--- src/rtl/addsub_pkg.sv ---
// Shared definitions for the digit-serial add/subtract-with-magnitude datapath.
// FSM state encodings and the digit-counter width helper.
package addsub_pkg;

    typedef enum logic [1:0] {
        ST_IDLE = 2'd0,
        ST_ADD  = 2'd1,
        ST_FIX  = 2'd2,
        ST_DONE = 2'd3
    } state_e;

    // Ceiling log2, never below 1 so a counter always has at least one bit.
    function automatic int clog2(input int value);
        int w;
        w = 1;
        while ((1 << w) < value) w++;
        return w;
    endfunction

endpackage

--- src/rtl/addsub_digit.sv ---
// DIGIT-bit combinational ripple adder; one instance serves both the add
// pass and the two's-complement correction pass.
module addsub_digit #(
    parameter int DIGIT = 2
) (
    input  logic [DIGIT-1:0] x,
    input  logic [DIGIT-1:0] y,
    input  logic             cin,
    output logic [DIGIT-1:0] s,
    output logic             cout
);

    assign {cout, s} = {1'b0, x} + {1'b0, y} + {{DIGIT{1'b0}}, cin};

endmodule

--- src/rtl/serial_addsub_mag.sv ---
// Digit-serial adder/subtractor with sign-magnitude result and valid/ready
// handshakes; a second serial pass negates the result when a < b.
module serial_addsub_mag #(
    parameter int WIDTH = 8,
    parameter int DIGIT = 2
) (
    input  logic             clk,
    input  logic             rst,
    input  logic             in_valid,
    output logic             in_ready,
    input  logic [WIDTH-1:0] a,
    input  logic [WIDTH-1:0] b,
    input  logic             sub,
    output logic             out_valid,
    input  logic             out_ready,
    output logic [WIDTH-1:0] f,
    output logic             cy
);
    import addsub_pkg::*;

    localparam int N     = WIDTH / DIGIT;
    localparam int CNT_W = clog2(N);

    if (WIDTH % DIGIT != 0) begin : g_bad_digit
        $error("serial_addsub_mag: WIDTH must be a multiple of DIGIT");
    end

    state_e             state_q;
    logic [WIDTH-1:0]   a_q, b_q, f_q;
    logic [CNT_W-1:0]   cnt_q;
    logic               carry_q, sub_q, cy_q;
    logic               in_ready_q, out_valid_q;

    logic [DIGIT-1:0]   op_x, op_y, sum_dig;
    logic               carry_out;
    logic [WIDTH-1:0]   f_d;
    logic               last_digit;

    // FIX pass computes ~f + 1: inverted f digit plus zero, carry seeded to 1.
    assign op_x       = (state_q == ST_FIX) ? ~f_q[DIGIT-1:0] : a_q[DIGIT-1:0];
    assign op_y       = (state_q == ST_FIX) ? '0 : b_q[DIGIT-1:0];
    assign last_digit = (cnt_q == CNT_W'(N - 1));

    addsub_digit #(.DIGIT(DIGIT)) u_digit (
        .x    (op_x),
        .y    (op_y),
        .cin  (carry_q),
        .s    (sum_dig),
        .cout (carry_out)
    );

    if (DIGIT == WIDTH) begin : g_single_digit
        assign f_d = sum_dig;
    end else begin : g_multi_digit
        assign f_d = {sum_dig, f_q[WIDTH-1:DIGIT]};
    end

    // NOTE: sequential state uses non-blocking assignments so every register
    // samples pre-edge values regardless of statement order.
    always_ff @(posedge clk) begin
        if (rst) begin
            state_q     <= ST_IDLE;
            a_q         <= '0;
            b_q         <= '0;
            f_q         <= '0;
            cnt_q       <= '0;
            carry_q     <= 1'b0;
            sub_q       <= 1'b0;
            cy_q        <= 1'b0;
            in_ready_q  <= 1'b1;
            out_valid_q <= 1'b0;
        end else begin
            unique case (state_q)
                ST_IDLE: begin
                    if (in_valid) begin
                        a_q        <= a;
                        b_q        <= b ^ {WIDTH{sub}};
                        sub_q      <= sub;
                        carry_q    <= sub;
                        cnt_q      <= '0;
                        in_ready_q <= 1'b0;
                        state_q    <= ST_ADD;
                    end
                end
                ST_ADD: begin
                    a_q     <= a_q >> DIGIT;
                    b_q     <= b_q >> DIGIT;
                    f_q     <= f_d;
                    carry_q <= carry_out;
                    cnt_q   <= cnt_q + CNT_W'(1);
                    if (last_digit) begin
                        cnt_q <= '0;
                        cy_q  <= sub_q ? ~carry_out : carry_out;
                        if (sub_q && !carry_out) begin
                            carry_q <= 1'b1;
                            state_q <= ST_FIX;
                        end else begin
                            out_valid_q <= 1'b1;
                            state_q     <= ST_DONE;
                        end
                    end
                end
                ST_FIX: begin
                    f_q     <= f_d;
                    carry_q <= carry_out;
                    cnt_q   <= cnt_q + CNT_W'(1);
                    if (last_digit) begin
                        cnt_q       <= '0;
                        out_valid_q <= 1'b1;
                        state_q     <= ST_DONE;
                    end
                end
                ST_DONE: begin
                    if (out_ready) begin
                        out_valid_q <= 1'b0;
                        in_ready_q  <= 1'b1;
                        state_q     <= ST_IDLE;
                    end
                end
                default: state_q <= ST_IDLE;
            endcase
        end
    end

    assign in_ready  = in_ready_q;
    assign out_valid = out_valid_q;
    assign f         = f_q;
    assign cy        = cy_q;

endmodule

--- config.mk ---
export PLATFORM = sky130hd
export DESIGN_NAME = serial_addsub_mag
export DESIGN_NICKNAME = d
export VERILOG_FILES = /design/src/rtl/addsub_pkg.sv /design/src/rtl/addsub_digit.sv /design/src/rtl/serial_addsub_mag.sv
export SDC_FILE = /design/constraint.sdc
export NUM_CORES = 1
export LEC_CHECK = 0
export CORE_MARGIN = 2
export CORE_UTILIZATION = 30
export DETAILED_ROUTE_END_ITERATION = 12
export SKIP_CTS_REPAIR_TIMING = 1
export SLEW_MARGIN = 20
export SYNTH_ARGS = -nofsm -noshare
export SYNTH_HDL_FRONTEND = slang
export SYNTH_SLANG_ARGS = --single-unit
--- constraint.sdc ---
create_clock -name clk -period 2.7 [get_ports clk]
set_clock_uncertainty 0.1 [all_clocks]
set_input_delay 0.54 -clock clk [delete_from_list [all_inputs] [get_ports clk]]
set_output_delay 0.54 -clock clk [all_outputs]
set_load 0.01 [all_outputs]
==> results.json <==
{
  "status": "finished, final reports clean",
  "holdCritStartpoint": "b_q[2]",
  "layout_common_cells": "33 x dfxtp_1, 31 x clkdlybuf4s50_1, 28 x nor2_1",
  "clk_latency_ns": 0.28,
  "slew_violations": 0,
  "cts_buffers": 5,
  "syn_inst": 189,
  "syn_nets": 220,
  "final_core_util": 0.390,
  "worstReg2RegEnd": "out_valid",
  "die_area_sq_um": 6180,
  "worstRegToRegCells": 12,
  "tightest_slew_ns": 0.685,
  "hold_end": "b_q[2]",
  "ys_seq_area_frac": 0.396,
  "worstPathRequired_ns": 2.79,
  "antenna_found_initial": 0,
  "power.density_nw_per_um2": 920,
  "htreeDepth": 2,
  "final.period_utilization": 0.894,
  "reg2reg_slack_ns": 0.29,
  "fin_tns_setup_ns": 0,
  "holdCritPathClass": "reg2reg",
  "p_leak_nw": 0.794,
  "cts.clk_slew.worst_paths_ns": 0.07,
  "finalNetCount": 248,
  "final_common_cell": "dfxtp_1",
  "timing.rr.start": "state_q[0]",
  "cts_tree": "built",
  "cts_buffer_depth": 2,
  "post_route_cells_drive_above_1_share": 0.0734,
  "crit_path_start": "state_q[0]",
  "drt_first_pass_iters": 4,
  "cap_violations": 0,
  "grt_pass1_vias": 1162,
  "gr-total-overflow": 0,
  "yosysWarnings": 0,
  "cts.sinks": 33,
  "synthArstFlopShare": 0,
  "fin_crit_ns": 2.41,
  "ff_latch_area_sq_um": 661,
  "drt_iter0_drc": 84,
  "place_congestion": 0.750,
  "synth_cell_types": 34,
  "multiInputGateArea_sq_um": 910,
  "io_buffers": 31,
  "vias": 1350,
  "setup_violations": 0,
  "antenna_cells": 0,
  "syn_area_sq_um": 1670,
  "critPathCaptureType": "register",
  "hold_depth": 2,
  "routedWlPerCell_microns": 11.3,
  "final_antenna_net_count": 0,
  "peakVddDrop_uv": 340,
  "core-area_sq_um": 5440,
  "die_w_microns": 78.6,
  "num_io_pins": 32,
  "drc_errors": 0,
  "row_count": 27,
  "synth_edf_count": 0,
  "grt_pass1_wl_mm": 5.46,
  "hold_violations": 0,
  "initial_utilization": 0.307,
  "area_growth_pct": 27.1,
  "synth_flop_cell": "dfxtp_1",
  "die_h_microns": 78.6,
  "routed_wl_mm": 3.29,
  "crit_type": "reg2reg",
  "arrival_ns": 2.51,
  "grt_max_degree": 23,
  "relSlewSlack": 0.543,
  "crit_path_max_fanout": 9,
  "synth-seq-cells": 33,
  "nFillCells": 565,
  "avgSynthCellArea_sq_um": 8.83,
  "fmax_mhz": 414,
  "rsz0062_at_grt": "no",
  "grt_usage": 0.113,
  "worst_setup_path_start_kind": "register",
  "routed_via_density": 4.66,
  "dp_hpwl_mm": 2.38,
  "cts_root_buffer": "clkbuf_8"
}
[metrics by stage]
stage	std cells	hold WS [ns]	instance area, sq um	worst slack (ns)	total power, W
final	290	0.353	2120	0.286	0.00195
after global routing	290	0.376	2120	0.100	0.00212
after CTS	290	0.355	2120	0.139	0.00197
after detailed placement	282	0.345	2030	0.143	0.00160
after global placement	282	0.341	2030	0.252	0.00159
after floorplan	189	0.327	1670	0.365	0.00140
[where the power goes]
group	switching, W	internal [W]	total (W)
registers	0.0000820	0.000618	0.000700
logic	0.000496	0.000391	0.000887
clock network	0.000187	0.000178	0.000365
total	0.000765	0.00119	0.00195
[cells in the mapped netlist, drive strengths merged (2+ instances only)]
library cell | n | area share
xnor2 | 6 | 0.031
inv | 10 | 0.022
nor2b | 3 | 0.011
nor2 | 28 | 0.063
a211oi | 7 | 0.031
mux2i | 14 | 0.084
a22oi | 4 | 0.018
clkbuf | 5 | 0.011
ha | 8 | 0.060
o21ai | 6 | 0.025
nand2 | 18 | 0.042
nand3 | 2 | 0.0060
xor2 | 2 | 0.010
a21oi | 14 | 0.044
dfxtp | 33 | 0.40
o211ai | 7 | 0.034
fa | 2 | 0.024
nand2b | 2 | 0.0075
o21a | 2 | 0.0090
a32oi | 2 | 0.010
buf | 7 | 0.027
[worst max path at each step]
stage	endpoint	slack (ns)	cells after the start
floorplan	out_valid	0.37	13
global placement	out_valid	0.25	11
detailed placement	out_valid	0.14	11
CTS	out_valid	0.14	11
global route	out_valid	0.1	12
finish	out_valid	0.29	12
[per-layer routing]
metal	share of wire	global-route usage	vias to the layer above
met5	0	0	-
met1	0.50	0.150	611
met4	0.018	0.0579	0
met2	0.44	0.167	28
met3	0.043	0.0287	8
li1	-	-	703
[logic make-up after synthesis]
group           count (synthesis)  share of synthesized area
buf+inv                        22                     0.0607
flops                          33                      0.396
simple gates                   54                      0.133
compound gates                 48                      0.200
mux                            14                     0.0840
fa+ha+maj                      10                     0.0840
xor+xnor                        8                     0.0420
[area by class of cell]
| cell class | instances | share of cell area |
|---|---|---|
| clock buffer | 5 | 0.0324 |
| timing repair buffer | 33 | 0.159 |
| clock inverter | 3 | 0.00825 |
| tap | 72 | 0.0425 |
| sequential | 33 | 0.311 |
| multi-input combinational | 134 | 0.429 |
| inverter | 10 | 0.0177 |
[critical path, stage by stage, from the launching register on]
cell and delay, ns:
dfxtp_1 0.40, inv_1 0.10, ha_2 0.25, nand2_1 0.08
o21ai_1 0.08, fa_1 0.38, inv_1 0.08, fa_1 0.18
inv_1 0.07, ha_1 0.21, nand2_1 0.08, a31oi_1 0.09
a311oi_1 0.23
[flip-flops by register name, indices dropped and copies added (netlist names)]
| name | cells |
|---|---|
| a_q | 8 |
| b_q | 8 |
| carry_q | 1 |
| cnt_q | 2 |
| cy | 1 |
| f | 8 |
| in_ready | 1 |
| out_valid | 1 |
| state_q | 2 |
| sub_q | 1 |
Note: power is estimated with default switching activity, not from simulation.
